--- src/rtl/pingpong_frame_reader_pkg.sv ---
// Shared types for the ping-pong frame reader.
//   reader_state_e : reader FSM state (IDLE, DRAIN, FLUSH), 2-bit encoding.
package pingpong_frame_reader_pkg;

    typedef enum logic [1:0] {
        IDLE  = 2'd0,
        DRAIN = 2'd1,
        FLUSH = 2'd2
    } reader_state_e;

endpackage

--- src/rtl/stream_pipe_reg.sv ---
// One-entry valid/ready pipeline register. A new word may be loaded in the
// same cycle the held word is consumed, which gives full throughput.
// Ports:
//   clk_i, rst_i     : clock, synchronous active-high reset
//   data_i, valid_i  : upstream payload and valid
//   ready_o          : register can accept (empty, or being drained)
//   data_o, valid_o  : held payload and valid
//   ready_i          : downstream accepts the held word
module stream_pipe_reg #(
    parameter int unsigned W = 8
) (
    input  logic         clk_i,
    input  logic         rst_i,
    input  logic [W-1:0] data_i,
    input  logic         valid_i,
    output logic         ready_o,
    output logic [W-1:0] data_o,
    output logic         valid_o,
    input  logic         ready_i
);

    logic [W-1:0] data_q;
    logic         valid_q;

    assign ready_o = !valid_q || ready_i;
    assign data_o  = data_q;
    assign valid_o = valid_q;

    always_ff @(posedge clk_i) begin
        if (rst_i) begin
            data_q  <= '0;
            valid_q <= 1'b0;
        end else if (valid_i && ready_o) begin
            data_q  <= data_i;
            valid_q <= 1'b1;
        end else if (ready_i) begin
            valid_q <= 1'b0;
        end
    end

endmodule

--- src/rtl/pingpong_frame_reader.sv ---
// Read-side consumer of the ping-pong sample buffer. Each buffer-ready pulse
// drains exactly DEPTH samples from the buffer stream and forwards them
// downstream tagged with first/last/index, tracking the frame peak |sample|.
// Ports:
//   clk_i, rst_i              : clock, synchronous active-high reset
//   buffer_ready_i            : one-cycle pulse, a full frame can be read
//   read_data_i/valid_i/ready_o : buffer read stream
//   m_data_o/valid_o/ready_i  : downstream stream
//   m_first_o, m_last_o, m_index_o : position of the sample in its frame
//   frame_done_o              : pulse, last sample left the output register
//   frame_peak_o              : peak |sample| of the last completed frame
//   frame_missed_o            : pulse, buffer_ready_i arrived while busy
//   busy_o                    : reader is not IDLE
module pingpong_frame_reader
    import pingpong_frame_reader_pkg::*;
#(
    parameter int unsigned WIDTH      = 32,
    parameter int unsigned DEPTH      = 16,
    parameter int unsigned ADDR_WIDTH = $clog2(DEPTH)
) (
    input  logic                         clk_i,
    input  logic                         rst_i,
    input  logic                         buffer_ready_i,
    input  logic signed [WIDTH-1:0]      read_data_i,
    input  logic                         read_valid_i,
    output logic                         read_ready_o,
    output logic signed [WIDTH-1:0]      m_data_o,
    output logic                         m_valid_o,
    input  logic                         m_ready_i,
    output logic                         m_first_o,
    output logic                         m_last_o,
    output logic [ADDR_WIDTH-1:0]        m_index_o,
    output logic                         frame_done_o,
    output logic [WIDTH-2:0]             frame_peak_o,
    output logic                         frame_missed_o,
    output logic                         busy_o
);

    localparam int unsigned PW = WIDTH + 2 + ADDR_WIDTH;
    localparam logic [ADDR_WIDTH-1:0] LAST_IDX = ADDR_WIDTH'(DEPTH - 1);

    // |x| in WIDTH-1 bits; the most negative value has no positive
    // counterpart and saturates to the largest magnitude.
    function automatic logic [WIDTH-2:0] sat_abs(input logic signed [WIDTH-1:0] x);
        logic signed [WIDTH-1:0] neg;
        if (x == {1'b1, {(WIDTH-1){1'b0}}}) begin
            return {(WIDTH-1){1'b1}};
        end
        neg = -x;
        return x[WIDTH-1] ? neg[WIDTH-2:0] : x[WIDTH-2:0];
    endfunction

    reader_state_e         state_q, state_d;
    logic [ADDR_WIDTH-1:0] count_q, count_d;
    logic [WIDTH-2:0]      peak_q, peak_d;
    logic [WIDTH-2:0]      frame_peak_q, frame_peak_d;
    logic                  done_q, done_d;
    logic                  missed_q, missed_d;

    logic                  pipe_ready;
    logic                  pipe_in_valid;
    logic                  in_xfer;
    logic                  out_xfer;
    logic [PW-1:0]         pipe_in;
    logic [PW-1:0]         pipe_out;
    logic [WIDTH-2:0]      sample_abs;

    // Only DRAIN offers the source a ready; the pipe register's own ready
    // already folds in downstream backpressure.
    assign pipe_in_valid = (state_q == DRAIN) && read_valid_i;
    assign read_ready_o  = (state_q == DRAIN) && pipe_ready;
    assign in_xfer       = pipe_in_valid && pipe_ready;
    assign out_xfer      = m_valid_o && m_ready_i;
    assign sample_abs    = sat_abs(read_data_i);

    assign pipe_in = {read_data_i, (count_q == '0), (count_q == LAST_IDX), count_q};

    stream_pipe_reg #(
        .W (PW)
    ) u_out_reg (
        .clk_i   (clk_i),
        .rst_i   (rst_i),
        .data_i  (pipe_in),
        .valid_i (pipe_in_valid),
        .ready_o (pipe_ready),
        .data_o  (pipe_out),
        .valid_o (m_valid_o),
        .ready_i (m_ready_i)
    );

    assign m_data_o  = pipe_out[PW-1 -: WIDTH];
    assign m_first_o = pipe_out[ADDR_WIDTH + 1];
    assign m_last_o  = pipe_out[ADDR_WIDTH];
    assign m_index_o = pipe_out[ADDR_WIDTH-1:0];

    always_comb begin
        state_d      = state_q;
        count_d      = count_q;
        peak_d       = peak_q;
        frame_peak_d = frame_peak_q;
        done_d       = 1'b0;
        // A frame signalled while busy is reported but otherwise dropped.
        missed_d     = buffer_ready_i && (state_q != IDLE);

        unique case (state_q)
            IDLE: begin
                if (buffer_ready_i) begin
                    state_d = DRAIN;
                    count_d = '0;
                    peak_d  = '0;
                end
            end
            DRAIN: begin
                if (in_xfer) begin
                    count_d = count_q + 1'b1;
                    if (sample_abs > peak_q) begin
                        peak_d = sample_abs;
                    end
                    if (count_q == LAST_IDX) begin
                        state_d = FLUSH;
                        count_d = '0;
                    end
                end
            end
            FLUSH: begin
                // Only the last sample can be held here, so its consumption
                // completes the frame.
                if (out_xfer) begin
                    state_d      = IDLE;
                    done_d       = 1'b1;
                    frame_peak_d = peak_q;
                end
            end
            default: begin
                state_d = IDLE;
            end
        endcase
    end

    always_ff @(posedge clk_i) begin
        if (rst_i) begin
            state_q      <= IDLE;
            count_q      <= '0;
            peak_q       <= '0;
            frame_peak_q <= '0;
            done_q       <= 1'b0;
            missed_q     <= 1'b0;
        end else begin
            state_q      <= state_d;
            count_q      <= count_d;
            peak_q       <= peak_d;
            frame_peak_q <= frame_peak_d;
            done_q       <= done_d;
            missed_q     <= missed_d;
        end
    end

    assign frame_done_o   = done_q;
    assign frame_peak_o   = frame_peak_q;
    assign frame_missed_o = missed_q;
    assign busy_o         = (state_q != IDLE);

endmodule

--- config.mk ---
export PLATFORM = sky130hd
export DESIGN_NAME = pingpong_frame_reader
export DESIGN_NICKNAME = d
export VERILOG_FILES = /design/src/rtl/pingpong_frame_reader_pkg.sv /design/src/rtl/stream_pipe_reg.sv /design/src/rtl/pingpong_frame_reader.sv
export SDC_FILE = /design/constraint.sdc
export NUM_CORES = 1
export LEC_CHECK = 0
export ABC_AREA = 1
export ABC_CLOCK_PERIOD_IN_PS = 3800
export BUFFER_PORTS_ARGS = -buffer_cell sky130_fd_sc_hd__buf_4
export CAP_MARGIN = 20
export CORE_UTILIZATION = 25
export DETAILED_ROUTE_END_ITERATION = 12
export PLACE_DENSITY = 0.42
export SYNTH_ARGS = -nofsm -noshare
export SYNTH_HDL_FRONTEND = slang
export SYNTH_SLANG_ARGS = --single-unit
--- constraint.sdc ---
create_clock -name clk_i -period 3.8 [get_ports clk_i]
set_input_delay 0.19 -clock clk_i [delete_from_list [all_inputs] [get_ports clk_i]]
set_output_delay 0.19 -clock clk_i [all_outputs]
set_load 0.1 [all_outputs]
==> report_table.html <==
<table>
<tr><th>Metric</th><th>Value</th></tr>
<tr><th colspan="2">Global routing</th></tr>
<tr><td>Overflow left after global routing</td><td>0</td></tr>
<tr><td>Via count of the first global-routing pass</td><td>5703</td></tr>
<tr><td>Pin count of the biggest net entering global routing</td><td>89</td></tr>
<tr><td>Total routing resource utilization after global routing</td><td>0.153</td></tr>
<tr><td>Global-route wire length before repair</td><td>31.3 mm</td></tr>
<tr><td>Antenna violations before repair</td><td>0</td></tr>
<tr><th colspan="2">Yosys</th></tr>
<tr><td>Biggest area consumer among synthesized cells</td><td>sky130_fd_sc_hd__dfxtp_1</td></tr>
<tr><td>Post-synthesis cell type count</td><td>34</td></tr>
<tr><td>Count of warnings emitted by yosys</td><td>0</td></tr>
<tr><td>Flops &amp; latches, synth</td><td>109</td></tr>
<tr><td>Share of the yosys chip area belonging to registers</td><td>0.347</td></tr>
<tr><td>Fraction of post-synthesis cell area in the top cell type by area</td><td>0.347</td></tr>
<tr><td>Synth top area cells</td><td>sky130_fd_sc_hd__dfxtp_1 (35%), sky130_fd_sc_hd__nand2_1 (13%), sky130_fd_sc_hd__a21oi_1 (8.5%), sky130_fd_sc_hd__ha_1 (6.8%), sky130_fd_sc_hd__nor2_1 (6.0%)</td></tr>
<tr><td>Post-Syn Area</td><td>6290 um^2</td></tr>
<tr><td>Cells after synthesis</td><td>927</td></tr>
<tr><td>Average cell area after synthesis</td><td>6.79 um^2</td></tr>
<tr><td>Synthesized Nets</td><td>998</td></tr>
<tr><th colspan="2">Critical path</th></tr>
<tr><td>Largest stage delay on the critical path</td><td>290 ps</td></tr>
<tr><td>Data required time at the worst endpoint</td><td>4060 ps</td></tr>
<tr><td>Library cell appearing most often on the critical path</td><td>sky130_fd_sc_hd__nand2_1</td></tr>
<tr><td>Cell type of the slowest stage on the worst timing path</td><td>sky130_fd_sc_hd__buf_4</td></tr>
<tr><td>WS Path Type</td><td>in -&gt; reg</td></tr>
<tr><td>Register-to-register path setup slack</td><td>1530 ps</td></tr>
<tr><td>Arrival time of the worst setup path</td><td>3190 ps</td></tr>
<tr><td>Critical-path cell list</td><td>buf_4 &gt; inv_1 &gt; ha_1 &gt; nand3_2 &gt; nor2_4 &gt; nand2_2 &gt; inv_1 &gt; nand4_1 &gt; nand3_1 &gt; ha_1 &gt; nand2_1 &gt; nor2_2 &gt; and2_1 &gt; nand2_1 &gt; nand3_1 &gt; nor2_1 &gt; nand2_1 &gt; nand2_2 &gt; buf_4 &gt; nand3_1 &gt; nand2_1 &gt; nor2_1</td></tr>
<tr><td>Reg-to-reg startpoint</td><td>state_q[1]$_SDFFE_PP0P_</td></tr>
<tr><td>Worst-path maximum fanout</td><td>23</td></tr>
<tr><td>Register-to-Register Path Depth</td><td>8</td></tr>
<tr><td>Number of buffer and inverter instances along the worst setup path</td><td>4</td></tr>
<tr><td>Critical path's top delay family</td><td>simple AND/OR/NAND/NOR gates</td></tr>
<tr><td>Nature of the critical path startpoint</td><td>input pin</td></tr>
<tr><td>Worst flop-to-flop path endpoint</td><td>u_out_reg.data_o[26]$_SDFFE_PP0P_</td></tr>
<tr><td>Critical Path End Type</td><td>flip-flop</td></tr>
<tr><th colspan="2">CTS</th></tr>
<tr><td>Clock latency at the later pin of the worst-skew pair</td><td>360 ps</td></tr>
<tr><td>CTS Buf Count</td><td>9</td></tr>
<tr><td>H-tree levels</td><td>3</td></tr>
<tr><td>Setup fix buffers added after clock tree synthesis</td><td>0</td></tr>
<tr><td>Hold-fix buffers at CTS</td><td>0</td></tr>
<tr><td>Count of clock tree sinks</td><td>109</td></tr>
<tr><td>Maximum buffer depth of the clock tree</td><td>2</td></tr>
<tr><td>Clock-pin slew on the worst setup and hold paths</td><td>80 ps</td></tr>
<tr><td>CTS tree</td><td>yes</td></tr>
<tr><td>Clock Root Buffer</td><td>sky130_fd_sc_hd__clkbuf_16</td></tr>
<tr><td>Resized cells post-CTS</td><td>0</td></tr>
<tr><th colspan="2">Hold path</th></tr>
<tr><td>Hold path startpoint</td><td>rst_i</td></tr>
<tr><td>Number of cells on the worst hold path</td><td>2</td></tr>
<tr><td>Terminating pin of the worst hold path</td><td>u_out_reg.data_o[4]$_SDFFE_PP0P_</td></tr>
<tr><td>Hold Path Class</td><td>in -&gt; reg</td></tr>
<tr><th colspan="2">Cells and area</th></tr>
<tr><td>Final-stage net count</td><td>1082</td></tr>
<tr><td>ANT cells</td><td>0</td></tr>
<tr><td>Final standard cell utilization of the core</td><td>0.313</td></tr>
<tr><td>Layout Area Growth over Synthesis</td><td>22.1%</td></tr>
<tr><td>Commonest non-fill, non-tap cell in the layout</td><td>sky130_fd_sc_hd__nand2_1</td></tr>
<tr><td>Commonest cells after routing, fill and taps aside</td><td>sky130_fd_sc_hd__nand2_1 (212), sky130_fd_sc_hd__buf_4 (120), sky130_fd_sc_hd__dfxtp_1 (109)</td></tr>
<tr><td>Ratio of cells with drive above 1 in the final layout</td><td>0.188</td></tr>
<tr><th colspan="2">STA</th></tr>
<tr><td>Max Fclk</td><td>0.341 GHz</td></tr>
<tr><td>Setup TNS</td><td>0 ps</td></tr>
<tr><td>Final setup margin</td><td>864 ps</td></tr>
<tr><td>Slew at the pin closest to its max-slew limit</td><td>665 ps</td></tr>
<tr><td>Final slew viol count</td><td>0</td></tr>
<tr><td>Number of endpoints with negative hold slack in the final report</td><td>0</td></tr>
<tr><td>Setup repair after global routing missed its margin</td><td>no</td></tr>
<tr><td>Final clock period utilization by the worst path</td><td>0.773</td></tr>
<tr><td>Relative max-transition margin</td><td>0.554</td></tr>
<tr><td>Endpoints failing setup</td><td>0</td></tr>
<tr><td>Skew final</td><td>12.2 ps</td></tr>
<tr><td>Tmin final</td><td>2940 ps</td></tr>
<tr><th colspan="2">Floorplanning</th></tr>
<tr><td>Placeable core region</td><td>24500 um^2</td></tr>
<tr><td>Die height</td><td>161 um</td></tr>
<tr><td>I/O pin count</td><td>111</td></tr>
<tr><td>Die width</td><td>161 um</td></tr>
<tr><td>Die area</td><td>25800 um^2</td></tr>
<tr><td>Effective utilization at floorplan</td><td>0.257</td></tr>
<tr><td>Site row count</td><td>57</td></tr>
<tr><th colspan="2">Power</th></tr>
<tr><td>Power per cell area</td><td>458 nW/um^2</td></tr>
<tr><td>Leak</td><td>3.70 nW</td></tr>
<tr><td>Max VDD drop</td><td>0.177 mV</td></tr>
<tr><th colspan="2">Place</th></tr>
<tr><td>DP Worst Slack</td><td>494 ps</td></tr>
<tr><td>Port bufs</td><td>110</td></tr>
<tr><td>Weighted congestion reported at the end of routability-driven placement</td><td>0.780</td></tr>
<tr><td>Placed wire-length estimate after detailed placement</td><td>14.5 mm</td></tr>
<tr><th colspan="2">Drt</th></tr>
<tr><td>Total DRC errors in the routed layout</td><td>0</td></tr>
<tr><td>Total wire length</td><td>19.4 mm</td></tr>
<tr><td>Number of vias in the routed layout</td><td>5894</td></tr>
<tr><td>Number of nets still failing antenna checks after routing</td><td>0</td></tr>
<tr><td>Count of routing violations after the opening detailed-route iteration</td><td>319</td></tr>
<tr><td>Average routed wire per standard cell</td><td>14.5 um</td></tr>
<tr><td>Number of search-and-repair iterations in the first detailed-routing pass</td><td>5</td></tr>
<tr><td>Via/cell ratio</td><td>4.40</td></tr>
<tr><th colspan="2">Run</th></tr>
<tr><td># Max-Cap Violations</td><td>0</td></tr>
<tr><th colspan="2">Outcome</th></tr>
<tr><td>Run status</td><td>completed</td></tr>
</table>
[through the flow]
| stage | area [um^2] | total power, mW | cells | hold WS, ps |
|---|---|---|---|---|
| 2_1_floorplan | 6290 | 2.27 | 927 | 317 |
| 3_3_place_gp | 7390 | 2.55 | 1324 | 447 |
| 3_5_place_dp | 7390 | 2.55 | 1324 | 450 |
| 4_1_cts | 7690 | 3.57 | 1340 | 54.8 |
| 5_1_grt | 7690 | 3.74 | 1340 | 70.8 |
| 6_report | 7690 | 3.52 | 1340 | 77.1 |
[cells in the mapped netlist]
cell and instances:
sky130_fd_sc_hd__xor2_1 10, sky130_fd_sc_hd__nor2_2 6, sky130_fd_sc_hd__nand4_1 6, sky130_fd_sc_hd__inv_2 6, sky130_fd_sc_hd__or2_1 1, sky130_fd_sc_hd__o21ai_0 75, sky130_fd_sc_hd__a21o_1 1, sky130_fd_sc_hd__buf_1 3
sky130_fd_sc_hd__nor2_1 100, sky130_fd_sc_hd__o211ai_1 2, sky130_fd_sc_hd__buf_6 6, sky130_fd_sc_hd__dfxtp_1 109, sky130_fd_sc_hd__nand2_4 2, sky130_fd_sc_hd__nor4_1 1, sky130_fd_sc_hd__a21oi_1 107, sky130_fd_sc_hd__nand3b_1 2
sky130_fd_sc_hd__buf_2 12, sky130_fd_sc_hd__nand2_2 3, sky130_fd_sc_hd__nor2_4 2, sky130_fd_sc_hd__nand3_4 1, sky130_fd_sc_hd__buf_4 1, sky130_fd_sc_hd__nor3_2 4, sky130_fd_sc_hd__a31oi_1 1, sky130_fd_sc_hd__clkinv_1 1
sky130_fd_sc_hd__nand3_1 59, sky130_fd_sc_hd__nand2_1 213, sky130_fd_sc_hd__clkbuf_1 26, sky130_fd_sc_hd__and2_1 2, sky130_fd_sc_hd__nand3_2 28, sky130_fd_sc_hd__inv_1 99, sky130_fd_sc_hd__a211oi_1 2, sky130_fd_sc_hd__ha_1 34
sky130_fd_sc_hd__or2_4 1, sky130_fd_sc_hd__o21a_1 1
[layout make-up]
cell class | instances | area, um^2
Multi-Input combinational cell | 664 | 3480
Timing Repair Buffer | 121 | 921
Sequential cell | 109 | 2180
Clock buffer | 10 | 229
Clock inverter | 6 | 72.6
Fill cell | 2759 | 16800
Tap cell | 324 | 405
Inverter | 106 | 398
[where the power goes]
part / leakage, nW / switching, mW / internal (mW)
Sequential: 0.890 / 0.0399 / 1.24
Clock: 0.143 / 0.480 / 0.519
Combinational: 2.66 / 0.884 / 0.353
Total: 3.70 / 1.40 / 2.12
[worst reg2reg max path: stages, from the launching register on]
cell	delay [ps]
sky130_fd_sc_hd__dfxtp_1	380
sky130_fd_sc_hd__inv_2	110
sky130_fd_sc_hd__nand2_4	200
sky130_fd_sc_hd__nor2_1	100
sky130_fd_sc_hd__nand2_1	90
sky130_fd_sc_hd__clkinv_1	530
sky130_fd_sc_hd__buf_4	500
sky130_fd_sc_hd__o21ai_0	200
sky130_fd_sc_hd__a21oi_1	60
[logic make-up after synthesis]
logic type	count (synthesis)	share of synthesized area
AO/OA/AOI/OAI	189	0.153
XOR/XNOR	10	0.0139
adder cells (fa/ha/maj)	34	0.0676
buffers and inverters	154	0.102
flip-flops	109	0.347
AND/OR/NAND/NOR	431	0.317
[flip-flops by register name, summed over array words and instances, names as in the netlist]
name / cells
u_out_reg.valid_o: 1
state_q: 2
frame_peak_o: 31
count_q: 4
frame_missed_o: 1
peak_q: 31
u_out_reg.data_o: 38
frame_done_o: 1
[layer usage]
| layer | track usage | wire length [um] | vias to the layer above |
|---|---|---|---|
| li1 | - | - | 3155 |
| met1 | 0.230 | 10500 | 2617 |
| met2 | 0.222 | 7970 | 112 |
| met3 | 0.0294 | 793 | 10 |
| met4 | 0.0372 | 151 | 0 |
| met5 | 0 | 0 | - |
[worst max-delay path by stage]
stage	slack [ps]	cells past startpoint	endpoint	startpoint
3_5_place_dp	490	22	peak_q[20]$_SDFFE_PP0P_	read_data_i[1]
3_3_place_gp	490	22	peak_q[20]$_SDFFE_PP0P_	read_data_i[1]
5_1_grt	520	23	peak_q[17]$_SDFFE_PP0P_	read_data_i[0]
2_1_floorplan	700	9	u_out_reg.data_o[0]$_SDFFE_PP0P_	u_out_reg.valid_o$_SDFFE_PP0P_
6_report	860	22	peak_q[19]$_SDFFE_PP0P_	read_data_i[0]
4_1_cts	870	22	peak_q[20]$_SDFFE_PP0P_	read_data_i[1]
Note: power is estimated with default switching activity, not from simulation.
